[config.mk]
export PLATFORM = sky130hd
export DESIGN_NAME = iomem_arbiter_flat
export DESIGN_NICKNAME = d
export VERILOG_FILES = /design/src/rtl/iomem_arb_pkg.sv /design/src/rtl/iomem_arbiter_if.sv /design/src/rtl/iomem_timeout_ctr.sv /design/src/rtl/iomem_arbiter.sv /design/src/flat_wrapper.sv
export SDC_FILE = /design/constraint.sdc
export NUM_CORES = 1
export LEC_CHECK = 0
export ABC_AREA = 0
export CAP_MARGIN = 5
export CELL_PAD_IN_SITES_DETAIL_PLACEMENT = 1
export CELL_PAD_IN_SITES_GLOBAL_PLACEMENT = 1
export CORE_UTILIZATION = 11
export CTS_BUF_LIST = sky130_fd_sc_hd__clkbuf_16
export CTS_CLUSTER_SIZE = 16
export DETAILED_ROUTE_END_ITERATION = 6
export GPL_ROUTABILITY_DRIVEN = 0
export HOLD_SLACK_MARGIN = 0.03
export PLACE_DENSITY_LB_ADDON = 0.1
export SLEW_MARGIN = 20
export SYNTH_ARGS = -nofsm -noshare
export SYNTH_HDL_FRONTEND = slang
export SYNTH_HIERARCHICAL = 1
export SYNTH_SLANG_ARGS = --single-unit
export TNS_END_PERCENT = 20
[constraint.sdc]
create_clock -name clk -period 1.75 [get_ports clk]
set_input_delay 0.525 -clock clk [delete_from_list [all_inputs] [get_ports clk]]
set_output_delay 0.525 -clock clk [all_outputs]
set_load 0.03 [all_outputs]
[src/rtl/iomem_arb_pkg.sv]
// -----------------------------------------------------------------------------
// iomem_arb_pkg
// Shared definitions for the two-master iomem arbiter: FSM state encoding,
// default watchdog length and timeout read data, and the master index type.
// -----------------------------------------------------------------------------
package iomem_arb_pkg;

    typedef enum logic [1:0] {
        ST_IDLE = 2'd0,
        ST_BUSY = 2'd1,
        ST_DONE = 2'd2
    } arb_state_e;

    localparam int          IOMEM_ARB_DEFAULT_TIMEOUT = 1024;
    localparam logic [31:0] IOMEM_ARB_TIMEOUT_RDATA   = 32'hDEAD_BEEF;
    localparam int          IOMEM_ARB_MIDX_W          = 1;

    typedef logic [IOMEM_ARB_MIDX_W-1:0] midx_t;

endpackage

[src/rtl/iomem_arbiter_if.sv]
// -----------------------------------------------------------------------------
// iomem_arbiter_if
// One picorv32-style iomem bus (valid/ready handshake).
//   master modport : drives valid/wstrb/addr/wdata, receives ready/rdata
//   slave  modport : receives valid/wstrb/addr/wdata, drives ready/rdata
// wstrb == 0 denotes a read.
// -----------------------------------------------------------------------------
interface iomem_arbiter_if;

    logic        valid;
    logic        ready;
    logic [3:0]  wstrb;
    logic [31:0] addr;
    logic [31:0] wdata;
    logic [31:0] rdata;

    modport master (output valid, wstrb, addr, wdata, input  ready, rdata);
    modport slave  (input  valid, wstrb, addr, wdata, output ready, rdata);

endinterface

[src/rtl/iomem_timeout_ctr.sv]
// -----------------------------------------------------------------------------
// iomem_timeout_ctr
// Watchdog counter for a single outstanding slave access.
// Ports:
//   clk, reset  : system clock, synchronous active-high reset
//   clear_i     : force count to 0 (held while no access is outstanding)
//   enable_i    : advance count by one this cycle
//   expire_o    : count has reached TIMEOUT_CYCLES-1
// -----------------------------------------------------------------------------
module iomem_timeout_ctr #(
    parameter int TIMEOUT_CYCLES = 1024
) (
    input  logic clk,
    input  logic reset,
    input  logic clear_i,
    input  logic enable_i,
    output logic expire_o
);

    localparam int            CW   = (TIMEOUT_CYCLES > 2) ? $clog2(TIMEOUT_CYCLES) : 1;
    localparam logic [CW-1:0] LAST = CW'(TIMEOUT_CYCLES - 1);

    logic [CW-1:0] cnt_q, cnt_d;

    assign expire_o = (cnt_q == LAST);

    // Holds at LAST rather than wrapping; the arbiter leaves BUSY on expiry anyway.
    always_comb begin
        cnt_d = cnt_q;
        if (clear_i) begin
            cnt_d = '0;
        end else if (enable_i && !expire_o) begin
            cnt_d = cnt_q + CW'(1);
        end
    end

    always_ff @(posedge clk) begin
        if (reset) begin
            cnt_q <= '0;
        end else begin
            cnt_q <= cnt_d;
        end
    end

endmodule

[src/rtl/iomem_arbiter.sv]
// -----------------------------------------------------------------------------
// iomem_arbiter
// Shares one PicoSoC iomem peripheral bus between two masters
// (m0 = CPU iomem port, m1 = debug/VIO bus master), round-robin per access.
// Ports:
//   clk, reset   : system clock, synchronous active-high reset
//   m0, m1       : master-side buses (arbiter acts as their slave)
//   s            : shared slave bus (arbiter acts as its master)
//   timeout_irq  : one-cycle pulse per watchdog-completed access
// Build option:
//   IOMEM_ARB_TIMEOUT_EN  when defined, a watchdog completes a hung access
//                         after TIMEOUT_CYCLES BUSY cycles with TIMEOUT_RDATA.
//                         Otherwise BUSY waits indefinitely and timeout_irq=0.
//
// state | meaning
// IDLE  | no access; pick owner from pending requests (one cycle)
// BUSY  | owner's request forwarded to slave, waiting on s.ready
// DONE  | one quiet cycle so the owner can drop valid before re-arbitration
// -----------------------------------------------------------------------------
module iomem_arbiter
    import iomem_arb_pkg::*;
#(
    parameter int          TIMEOUT_CYCLES = IOMEM_ARB_DEFAULT_TIMEOUT,
    parameter logic [31:0] TIMEOUT_RDATA  = IOMEM_ARB_TIMEOUT_RDATA
) (
    input  logic            clk,
    input  logic            reset,
    iomem_arbiter_if.slave  m0,
    iomem_arbiter_if.slave  m1,
    iomem_arbiter_if.master s,
    output logic            timeout_irq
);

    if (TIMEOUT_CYCLES < 2) begin : g_bad_timeout
        $error("iomem_arbiter: TIMEOUT_CYCLES must be >= 2");
    end

    arb_state_e  state_q, state_d;
    midx_t       owner_q, owner_d;
    midx_t       last_grant_q, last_grant_d;

    logic        busy;
    logic        sel_m1;
    logic        owner_valid;
    logic        expire;
    logic        to_fire;
    logic        rsp_ready;
    logic [31:0] rsp_rdata;

    assign busy   = (state_q == ST_BUSY);
    assign sel_m1 = (owner_q == midx_t'(1));

    always_comb begin
        state_d      = state_q;
        owner_d      = owner_q;
        last_grant_d = last_grant_q;
        owner_valid  = sel_m1 ? m1.valid : m0.valid;
        to_fire      = 1'b0;
        rsp_ready    = 1'b0;
        rsp_rdata    = '0;
        s.valid      = 1'b0;
        s.wstrb      = '0;
        s.addr       = '0;
        s.wdata      = '0;

        case (state_q)
            ST_IDLE: begin
                if (m0.valid || m1.valid) begin
                    if (m0.valid && m1.valid) begin
                        owner_d = ~last_grant_q;
                    end else begin
                        owner_d = m1.valid ? midx_t'(1) : midx_t'(0);
                    end
                    state_d = ST_BUSY;
                end
            end
            ST_BUSY: begin
                // A genuine s.ready in the expiry cycle takes precedence.
                to_fire   = owner_valid && !s.ready && expire;
                s.valid   = owner_valid && !to_fire;
                s.wstrb   = sel_m1 ? m1.wstrb : m0.wstrb;
                s.addr    = sel_m1 ? m1.addr  : m0.addr;
                s.wdata   = sel_m1 ? m1.wdata : m0.wdata;
                rsp_ready = (owner_valid && s.ready) || to_fire;
                rsp_rdata = to_fire ? TIMEOUT_RDATA : s.rdata;
                if (rsp_ready) begin
                    last_grant_d = owner_q;
                    state_d      = ST_DONE;
                end else if (!owner_valid) begin
                    // Owner withdrew (e.g. was reset): abandon without touching fairness.
                    state_d = ST_IDLE;
                end
            end
            ST_DONE: begin
                state_d = ST_IDLE;
            end
            default: begin
                state_d = ST_IDLE;
            end
        endcase

        m0.ready = rsp_ready && !sel_m1;
        m1.ready = rsp_ready &&  sel_m1;
        m0.rdata = sel_m1 ? '0 : rsp_rdata;
        m1.rdata = sel_m1 ? rsp_rdata : '0;
    end

    always_ff @(posedge clk) begin
        if (reset) begin
            state_q      <= ST_IDLE;
            owner_q      <= midx_t'(0);
            last_grant_q <= midx_t'(1);
        end else begin
            state_q      <= state_d;
            owner_q      <= owner_d;
            last_grant_q <= last_grant_d;
        end
    end

`ifdef IOMEM_ARB_TIMEOUT_EN
    iomem_timeout_ctr #(
        .TIMEOUT_CYCLES (TIMEOUT_CYCLES)
    ) u_timeout_ctr (
        .clk      (clk),
        .reset    (reset),
        .clear_i  (!busy),
        .enable_i (busy && !s.ready),
        .expire_o (expire)
    );
    assign timeout_irq = to_fire;
`else
    assign expire      = 1'b0;
    assign timeout_irq = 1'b0;
`endif

endmodule
[src/flat_wrapper.sv]
// flat-port wrapper written by rule: the top's interface ports become plain ports
module iomem_arbiter_flat import iomem_arb_pkg::*;
#(
    parameter int          TIMEOUT_CYCLES = IOMEM_ARB_DEFAULT_TIMEOUT,
    parameter logic [31:0] TIMEOUT_RDATA  = IOMEM_ARB_TIMEOUT_RDATA
)
  (clk, reset, timeout_irq, m0_valid, m0_wstrb, m0_addr, m0_wdata, m0_ready, m0_rdata, m1_valid, m1_wstrb, m1_addr, m1_wdata, m1_ready, m1_rdata, s_valid, s_wstrb, s_addr, s_wdata, s_ready, s_rdata);
  iomem_arbiter_if m0_i ();
  iomem_arbiter_if m1_i ();
  iomem_arbiter_if s_i ();
  input  logic clk;
  input  logic reset;
  output logic timeout_irq;
  input wire logic [$bits(m0_i.valid)-1:0] m0_valid;
  input wire logic [$bits(m0_i.wstrb)-1:0] m0_wstrb;
  input wire logic [$bits(m0_i.addr)-1:0] m0_addr;
  input wire logic [$bits(m0_i.wdata)-1:0] m0_wdata;
  output wire logic [$bits(m0_i.ready)-1:0] m0_ready;
  output wire logic [$bits(m0_i.rdata)-1:0] m0_rdata;
  input wire logic [$bits(m1_i.valid)-1:0] m1_valid;
  input wire logic [$bits(m1_i.wstrb)-1:0] m1_wstrb;
  input wire logic [$bits(m1_i.addr)-1:0] m1_addr;
  input wire logic [$bits(m1_i.wdata)-1:0] m1_wdata;
  output wire logic [$bits(m1_i.ready)-1:0] m1_ready;
  output wire logic [$bits(m1_i.rdata)-1:0] m1_rdata;
  output wire logic [$bits(s_i.valid)-1:0] s_valid;
  output wire logic [$bits(s_i.wstrb)-1:0] s_wstrb;
  output wire logic [$bits(s_i.addr)-1:0] s_addr;
  output wire logic [$bits(s_i.wdata)-1:0] s_wdata;
  input wire logic [$bits(s_i.ready)-1:0] s_ready;
  input wire logic [$bits(s_i.rdata)-1:0] s_rdata;
  assign m0_i.valid = m0_valid;
  assign m0_i.wstrb = m0_wstrb;
  assign m0_i.addr = m0_addr;
  assign m0_i.wdata = m0_wdata;
  assign m0_ready = m0_i.ready;
  assign m0_rdata = m0_i.rdata;
  assign m1_i.valid = m1_valid;
  assign m1_i.wstrb = m1_wstrb;
  assign m1_i.addr = m1_addr;
  assign m1_i.wdata = m1_wdata;
  assign m1_ready = m1_i.ready;
  assign m1_rdata = m1_i.rdata;
  assign s_valid = s_i.valid;
  assign s_wstrb = s_i.wstrb;
  assign s_addr = s_i.addr;
  assign s_wdata = s_i.wdata;
  assign s_i.ready = s_ready;
  assign s_i.rdata = s_rdata;
  iomem_arbiter #(.TIMEOUT_CYCLES(TIMEOUT_CYCLES), .TIMEOUT_RDATA(TIMEOUT_RDATA)) u_core (.clk(clk), .reset(reset), .m0(m0_i), .m1(m1_i), .s(s_i), .timeout_irq(timeout_irq));
endmodule
==> impl_metrics.yaml, run 1 <==
outcome:
  violations: "setup timing"
  run_status: "finished with violations"
timing:
  slew_violations: 0
  fin_crit_sh: 1.09
  clock_skew_ns: 0.00244
  hold_viol_final: 0
  setup_viol_count_final: 135
  rsz0062_at_grt: "yes"
  final.setup.worst_slack_ns: -0.151
  max_freq_mhz: 526
  period_minus_slack_ns: 1.90
  whs_ns: 0.462
  final.setup.tns_ns: -14.04
placement:
  place_area_sq_mm: 0.00476
  pre_cts_ws_ns: -0.396
  dpl.hpwl_um: 9550
  port_buffers: 307
drt:
  wl_per_cell_um: 16.4
  vias_per_cell: 4.06
  initialDrtViolationCount: 52
  finalWirelength_um: 12400
  firstDrtPassIters: 4
  drc: 0
  num_vias: 3060
  ant_nets: 0
worst_setup_path:
  critPathTopFamily: "simple AND/OR/NAND/NOR gates"
  crit_type: "register to output port"
  critPathMaxFanout: 8
  critPathArrivalTime_ns: 1.38
  crit_path_max_incr_delay_ns: 0.31
  cp-end-kind: "output port"
  worstPathRequired_ns: 1.22
  reg2regPathDepth: 5
  cpMaxStageDelayCell: "dfxtp_2"
  reg2reg_slack_ns: 0.38
  start_kind: "register"
  r2r-end: "u_core/last_grant_q"
  reg2reg_from: "u_core/owner_q"
  critical_path_buf_inv_count: 3
  crit_path_cell_trace: "nand2b_4, nor2_4, buf_12, clkbuf_16, and2_4, buf_6"
  cp-startpoint: "u_core/state_q[1]"
synthesis:
  syn_nets: 423
  synth_cell_types: 22
  ys_warn_count: 6
  syn_inst: 250
  avgSynthCellArea_sq_um: 6.78
  syn_area_sq_mm: 0.00169
  ys_ff_latch: 4
  ys_seq_area_frac: 0.0473
cells_and_area:
  final_common_cell: "clkdlybuf4s50_1"
  drive_gt1_frac: 0.388
  mostFrequentLayoutCells: "clkdlybuf4s50_1, buf_4, nor2_1"
  nets: 744
  antennaDiodeCount: 0
  final_area_sq_mm: 0.00562
  syn2layout_area_growth_pct: 232
min_path:
  hp-start: "u_core/last_grant_q"
  whs_endpoint: "u_core/last_grant_q"
  hold_depth: 1
  hp-class: "register to register"
global_route:
  grt_pass1_vias: 3063
  overflow: 0
  antenna_found_initial: 0
  grt_usage: 0.131
  grt_max_degree: 46
  grt_pass1_wl_um: 16500
run:
  drv_cap: 0
floorplanning:
  initial_core_util: 0.115
  die_h_um: 126
  die_w_um: 126
  die_area_sq_mm: 0.0159
  io_pins: 309
  fp-row-count: 44
  core_sq_mm: 0.0148
power_and_ir_drop:
  power.total_mw: 2.32
  leakage_nw: 2.62
  irDropWorstVdd_mv: 0.238
  power_density_mw_per_mm2: 412
cts:
  cts_max_path_buffers: 2
  clock_sinks: 4
  cts-root-buf: "clkbuf_16"
  htreeDepth: 1
  cts_tree: "done"
  numCtsBuffers: 3
  clk-insertion-delay-late_ns: 0.23
  path_clk_slew_ns: 0.03
==> registers in the layout (all words and copies together) (netlist names) <==
register,flops
u_core/state_q,2
u_core/last_grant_q,1
u_core/owner_q,1
==> routing by layer <==
| layer | vias up | global-route usage | part of all wire |
|---|---|---|---|
| met5 | - | 0 | 0 |
| met1 | 1424 | 0.130 | 0.36 |
| met4 | 0 | 0.0106 | 0.0032 |
| met3 | 2 | 0.0387 | 0.072 |
| li1 | 1484 | - | - |
| met2 | 150 | 0.271 | 0.57 |
==> logic make-up (layout without fill, tap and decap cells) <==
kind of cell | count (synthesis) | count (layout) | share of synthesized area
muxes | 69 | 69 | 0.408
and+or+nand+nor | 143 | 143 | 0.433
AOI/OAI and AO/OA | 5 | 5 | 0.0222
buffers and inverters | 28 | 348 | 0.0879
other | 1 | 1 | 0.00221
DFF | 4 | 4 | 0.0473
==> area by class of cell <==
type | count | area [sq um]
Timing Repair Buffer | 343 | 3610
Clock inverter | 1 | 3.75
Clock buffer | 3 | 75.1
Fill cell | 1713 | 9130
Sequential cell | 4 | 86.3
Tap cell | 184 | 230
Inverter | 1 | 3.75
Multi-Input combinational cell | 218 | 1610
==> repair_timing <==
item,4_1_cts,5_1_grt
setup endpoints to repair,135,135
setup buffers,1,9
pin swaps,2,39
gates cloned,0,9
gates resized for setup,43,99
hold buffers,0,0
==> how the worst max path moves through the flow <==
| stage | end | slack, ns | cells past startpoint |
|---|---|---|---|
| after floorplan | s_wdata[11] | -0.11 | 5 |
| after global placement | m0_ready | -0.42 | 5 |
| after detailed placement | m0_ready | -0.40 | 5 |
| after CTS | m0_rdata[27] | -0.18 | 5 |
| after global routing | m0_rdata[5] | -0.20 | 6 |
| final | m0_rdata[20] | -0.15 | 6 |
==> through the flow <==
stage,instances,utilization
2_1_floorplan,250,-
3_3_place_gp,731,0.323
3_5_place_dp,731,0.323
4_1_cts,736,0.338
5_1_grt,754,0.381
6_report,754,0.381
==> synth_stat cells <==
master / count / share of area
a211o_1: 1 / 0.0052
a211oi_1: 1 / 0.0044
a21oi_1: 1 / 0.0030
and2_1: 32 / 0.12
and2b_4: 1 / 0.0059
and3_1: 32 / 0.12
and4_4: 1 / 0.0066
buf_2: 11 / 0.032
buf_4: 8 / 0.035
clkbuf_1: 8 / 0.018
conb_1: 1 / 0.0022
dfxtp_1: 4 / 0.047
inv_1: 1 / 0.0022
mux2i_1: 69 / 0.41
nand2_1: 1 / 0.0022
nand2b_1: 1 / 0.0037
nand3b_4: 1 / 0.012
nor2_1: 72 / 0.16
nor2_2: 1 / 0.0037
nor3_1: 1 / 0.0030
o22a_1: 1 / 0.0052
o31ai_1: 1 / 0.0044
==> power breakdown <==
part	internal (mW)	leakage [nW]	total [mW]	switching, mW
sequential	0.0982	0.0343	0.106	0.00735
clock	0.295	0.0423	0.363	0.0676
combinational	0.984	2.54	1.85	0.865
total	1.38	2.62	2.32	0.940
==> worst register-to-register path, cell delays in order, from the launching register on <==
cell,delay (ns)
dfxtp_4,0.36
buf_8,0.15
mux2i_2,0.16
nand3b_4,0.17
buf_4,0.15
a211o_1,0.27
Note: power is estimated with default switching activity, not from simulation.
==> run 2: changes to the inputs <==
--- a/config.mk
+++ b/config.mk
@@ -11,11 +11,12 @@
 export CELL_PAD_IN_SITES_GLOBAL_PLACEMENT = 1
 export CORE_UTILIZATION = 11
 export CTS_BUF_LIST = sky130_fd_sc_hd__clkbuf_16
-export CTS_CLUSTER_SIZE = 16
+export CTS_CLUSTER_SIZE = 28
 export DETAILED_ROUTE_END_ITERATION = 6
 export GPL_ROUTABILITY_DRIVEN = 0
 export HOLD_SLACK_MARGIN = 0.03
 export PLACE_DENSITY_LB_ADDON = 0.1
+export SKIP_CTS_REPAIR_TIMING = 1
 export SLEW_MARGIN = 20
 export SYNTH_ARGS = -nofsm -noshare
 export SYNTH_HDL_FRONTEND = slang
==> run 2 against run 1 <==
Compared with the run above: the flow still finishes with violations (setup timing); via count grew 0.62%; non-clock buffer count grew 2; maximum frequency is essentially flat; first-iteration DRC count grew 65%; design area grew 0.11%; wire length grew 0.70%; total power is essentially flat; clock skew is essentially flat; combinational power is essentially flat; utilization is essentially flat.
==> impl_metrics.yaml, run 2 (synthesis gave the netlist of run 1 again) <==
outcome:
  run_status: "finished with violations"
  violations: "setup timing"
timing:
  final.setup.tns_ns: -14.25
  clock_skew_ns: 0.00255
  fin_crit_sh: 1.09
  max_freq_mhz: 526
  setup_viol_count_final: 135
  period_minus_slack_ns: 1.90
  final.setup.worst_slack_ns: -0.150
  hold_viol_final: 0
  rsz0062_at_grt: "yes"
  whs_ns: 0.462
  slew_violations: 0
global_route:
  antenna_found_initial: 0
  grt_pass1_wl_um: 16300
  overflow: 0
  grt_pass1_vias: 3035
  grt_max_degree: 46
  grt_usage: 0.130
placement:
  pre_cts_ws_ns: -0.396
  dp.cells: 731
  dpl.hpwl_um: 9550
  place_area_sq_mm: 0.00476
  port_buffers: 307
run:
  drv_cap: 0
drt:
  wl_per_cell_um: 16.5
  ant_nets: 0
  num_vias: 3079
  vias_per_cell: 4.07
  firstDrtPassIters: 7
  finalWirelength_um: 12400
  drc: 0
  initialDrtViolationCount: 86
floorplanning:
  fp-row-count: 44
  die_w_um: 126
  core_sq_mm: 0.0148
  initial_core_util: 0.115
  die_area_sq_mm: 0.0159
  die_h_um: 126
  io_pins: 309
power_and_ir_drop:
  leakage_nw: 2.70
  irDropWorstVdd_mv: 0.238
  power.total_mw: 2.32
  power_density_mw_per_mm2: 412
cts:
  cts_tree: "done"
  cts_max_path_buffers: 2
  numCtsBuffers: 3
  clk-insertion-delay-late_ns: 0.23
  path_clk_slew_ns: 0.03
  htreeDepth: 1
  clock_sinks: 4
  cts-root-buf: "clkbuf_16"
cells_and_area:
  largest_register: "u_core/state_q"
  syn2layout_area_growth_pct: 232
  nFillCells: 1725
  final_area_sq_mm: 0.00563
  nets: 746
  final_cells: 756
  final_common_cell: "clkdlybuf4s50_1"
  top_regs: "u_core/state_q: 2 flops, u_core/last_grant_q: 1 flops, u_core/owner_q: 1 flops"
  antennaDiodeCount: 0
  mostFrequentLayoutCells: "clkdlybuf4s50_1, buf_4, nor2_1"
  largest_reg_flops: 2
  fin_util: 0.381
  drive_gt1_frac: 0.386
worst_setup_path:
  crit_type: "register to output port"
  critPathMaxFanout: 8
  cpMaxStageDelayCell: "dfxtp_2"
  crit_path_cell_trace: "nand2b_4, nor2_4, buf_12, clkbuf_16, and2_4, buf_6"
  critPathArrivalTime_ns: 1.38
  critPathTopFamily: "simple AND/OR/NAND/NOR gates"
  worstPathRequired_ns: 1.22
  critical_path_buf_inv_count: 3
  start_kind: "register"
  cp-end-kind: "output port"
  crit_path_max_incr_delay_ns: 0.31
min_path:
  hp-class: "register to register"
-- run 2: cell count changes in the layout (fill, tap and decap cells not counted) --
cell             before  now
nor2_2                1    2
and3_1               23   25
clkdlybuf4s15_1       2    0
buf_12               13   12
buf_6                66   64
nor2_4                3    2
clkdlybuf4s50_1     154  150
dlymetal6s2s_1       15   22
and3_4                9    7
buf_8                 2    3
dlygate4sd2_1         1    0
buf_4                82   86
-- run 2: cell type report --
cell class | count | area, sq um | share of cell area
multi-input combinational | 218 | 1600 | 0.284
timing repair buffer | 345 | 3630 | 0.645
sequential | 4 | 86.3 | 0.0153
inverter | 1 | 3.75 | 0.000667
clock inverter | 1 | 3.75 | 0.000667
tap | 184 | 230 | 0.0409
clock buffer | 3 | 75.1 | 0.0133
-- run 2: where the power goes --
part	leakage (nW)	internal, mW	switching (mW)
Sequential	0.0343	0.0982	0.00731
Combinational	2.62	0.983	0.864
Clock	0.0423	0.295	0.0676
-- run 2: final timing paths --
path / startpoint / to / slack, ns / cells past startpoint
max: u_core/state_q[1] / m0_rdata[3] / -0.15 / 6
min: u_core/last_grant_q / u_core/last_grant_q / 0.46 / 1
max reg2reg: u_core/owner_q / u_core/last_grant_q / 0.38 / 5
min reg2reg: u_core/last_grant_q / u_core/last_grant_q / 0.46 / 1
-- run 2: worst reg2reg max path, delay by kind of cell (launching register included) --
| kind | cells | cell delay, ns |
|---|---|---|
| flip-flops | 1 | 0.36 |
| AND/OR/NAND/NOR | 1 | 0.18 |
| multiplexers | 1 | 0.16 |
| AO/OA/AOI/OAI | 1 | 0.27 |
| buffers and inverters | 2 | 0.30 |
-- run 2: metal layers --
layer	part of all wire	vias to the layer above	track usage
met3	0.072	4	0.0399
met4	0.0048	0	0.0128
met1	0.35	1438	0.125
met2	0.57	150	0.271
li1	-	1487	-
met5	0	-	0
==> run 3: changes to the inputs <==
--- a/config.mk
+++ b/config.mk
@@ -14,6 +14,7 @@
 export CTS_CLUSTER_SIZE = 28
 export DETAILED_ROUTE_END_ITERATION = 6
 export GPL_ROUTABILITY_DRIVEN = 0
+export GPL_TIMING_DRIVEN = 0
 export HOLD_SLACK_MARGIN = 0.03
 export PLACE_DENSITY_LB_ADDON = 0.1
 export SKIP_CTS_REPAIR_TIMING = 1
==> run 3 against run 2 <==
Compared with the run above: the run still ends with setup timing left; die area is the same; worst hold slack lost 0.010 ns; utilization is essentially flat; largest cell class unchanged; count of clock-buffer cells in the layout is the same; sequential power is essentially flat; worst setup slack lost 0.11 ns; clock power shrank 1%; wire length grew 2.4%; sequential share of layout area is essentially flat; register-to-register slack lost 0.11 ns; cell count grew 1.6%; total power grew 0.74%; largest power group unchanged.
==> impl_metrics.yaml, run 3 (synthesis gave the netlist of run 1 again) <==
outcome:
  run_status: "finished with violations"
  violations: "setup timing"
floorplanning:
  fp-row-count: 44
  initial_core_util: 0.115
  die_w_um: 126
  core_sq_mm: 0.0148
  io_pins: 309
  die_h_um: 126
  die_area_sq_mm: 0.0159
timing:
  period_minus_slack_ns: 2.01
  fin_crit_sh: 1.15
  hold_viol_final: 0
  rsz0062_at_grt: "yes"
  clock_skew_ns: 0.00360
  max_freq_mhz: 498
  final.setup.tns_ns: -23.37
  slew_violations: 0
  final.setup.worst_slack_ns: -0.257
  setup_viol_count_final: 135
power_and_ir_drop:
  irDropWorstVdd_mv: 0.189
  leakage_nw: 2.56
  power_density_mw_per_mm2: 415
global_route:
  grt_use_met1: 0.141
  overflow: 0
  antenna_found_initial: 0
  grt_usage: 0.144
  grt_use_met2: 0.288
  grt_use_met3: 0.0446
  grt_pass1_vias: 3266
  grt_max_degree: 11
  grt-busiest-layer: "met2"
  grt_pass1_wl_um: 17900
drt:
  ant_nets: 0
  firstDrtPassIters: 4
  num_vias: 3107
  wl_per_cell_um: 16.6
  finalWirelength_um: 12700
  initialDrtViolationCount: 65
  vias_per_cell: 4.05
  drc: 0
cells_and_area:
  nets: 759
  nFillCells: 1755
  final_common_cell: "clkdlybuf4s50_1"
  top_regs: "u_core/state_q: 2 flops, u_core/last_grant_q: 1 flops, u_core/owner_q: 1 flops"
  syn2layout_area_growth_pct: 232
  multi_input_area_sq_mm: 0.00165
  drive_gt1_frac: 0.420
  largest_reg_flops: 2
  mostFrequentLayoutCells: "clkdlybuf4s50_1, buf_6, nor2_1"
  antennaDiodeCount: 0
  largest_register: "u_core/state_q"
  regArea_sq_um: 83.8
cts:
  numCtsBuffers: 3
  htreeDepth: 1
  cts-root-buf: "clkbuf_16"
  clock_sinks: 4
  cts_max_path_buffers: 2
  clk-insertion-delay-late_ns: 0.23
  cts_tree: "done"
  path_clk_slew_ns: 0.03
run:
  drv_cap: 0
worst_setup_path:
  critPathMaxFanout: 7
  cp-end-kind: "output port"
  cp-startpoint: "u_core/state_q[1]"
  critPathArrivalTime_ns: 1.48
  reg2reg_from: "u_core/owner_q"
  crit_path_cell_trace: "nand2b_4, buf_6, nor2_4, buf_6, buf_6, and2_4, buf_6"
  crit_path_max_incr_delay_ns: 0.33
  start_kind: "register"
  worstPathRequired_ns: 1.22
  crit_type: "register to output port"
  cpMaxStageDelayCell: "dfxtp_2"
  path_common_cell: "buf_6"
placement:
  dpl.hpwl_um: 10400
  pre_cts_ws_ns: -1.01
  port_buffers: 307
min_path:
  hp-class: "register to register"
  hp-start: "u_core/state_q[1]"
-- run 3: worst paths after layout --
check	to	slack [ns]	cells past startpoint
worst max-delay path	m0_rdata[27]	-0.26	7
worst min-delay path	u_core/state_q[0]	0.45	1
worst max register to register	u_core/last_grant_q	0.27	6
worst min register to register	u_core/state_q[0]	0.45	1
-- run 3: metrics by stage --
| step | cells | hold WS [ns] | utilization | power (mW) | area, sq um |
|---|---|---|---|---|---|
| 2_1_floorplan | 250 | 0.436 | - | 0.880 | 1690 |
| 3_3_place_gp | 741 | 0.452 | 0.339 | 1.74 | 5000 |
| 3_5_place_dp | 741 | 0.475 | 0.339 | 1.75 | 5000 |
| 4_1_cts | 744 | 0.482 | 0.344 | 2.12 | 5070 |
| 5_1_grt | 768 | 0.466 | 0.381 | 2.45 | 5620 |
| 6_report | 768 | 0.451 | 0.381 | 2.33 | 5620 |
-- run 3: report_power, final --
part	leakage, nW	internal (mW)	switching, mW
combinational	2.49	0.987	0.881
sequential	0.0340	0.0988	0.00679
clock	0.0370	0.292	0.0669
-- run 3: final cells by class --
type,instances,area share
Buffer,27,0.0597
Clock buffer,3,0.0134
Inverter,1,0.000668
Multi-Input combinational cell,218,0.294
Sequential cell,4,0.0149
Tap cell,184,0.0410
Timing Repair Buffer,331,0.576
-- run 3: worst max-delay path: cells and delay by family (launching register included) --
kind | cells | cell delay (ns)
buf+inv | 4 | 0.52
simple gates | 3 | 0.41
flops | 1 | 0.33
-- run 3: layer usage --
metal / vias up / routed length [um]
met2: 157 / 7080
met1: 1422 / 4420
li1: 1515 / -
met5: - / 0
met3: 13 / 1030
met4: 0 / 208
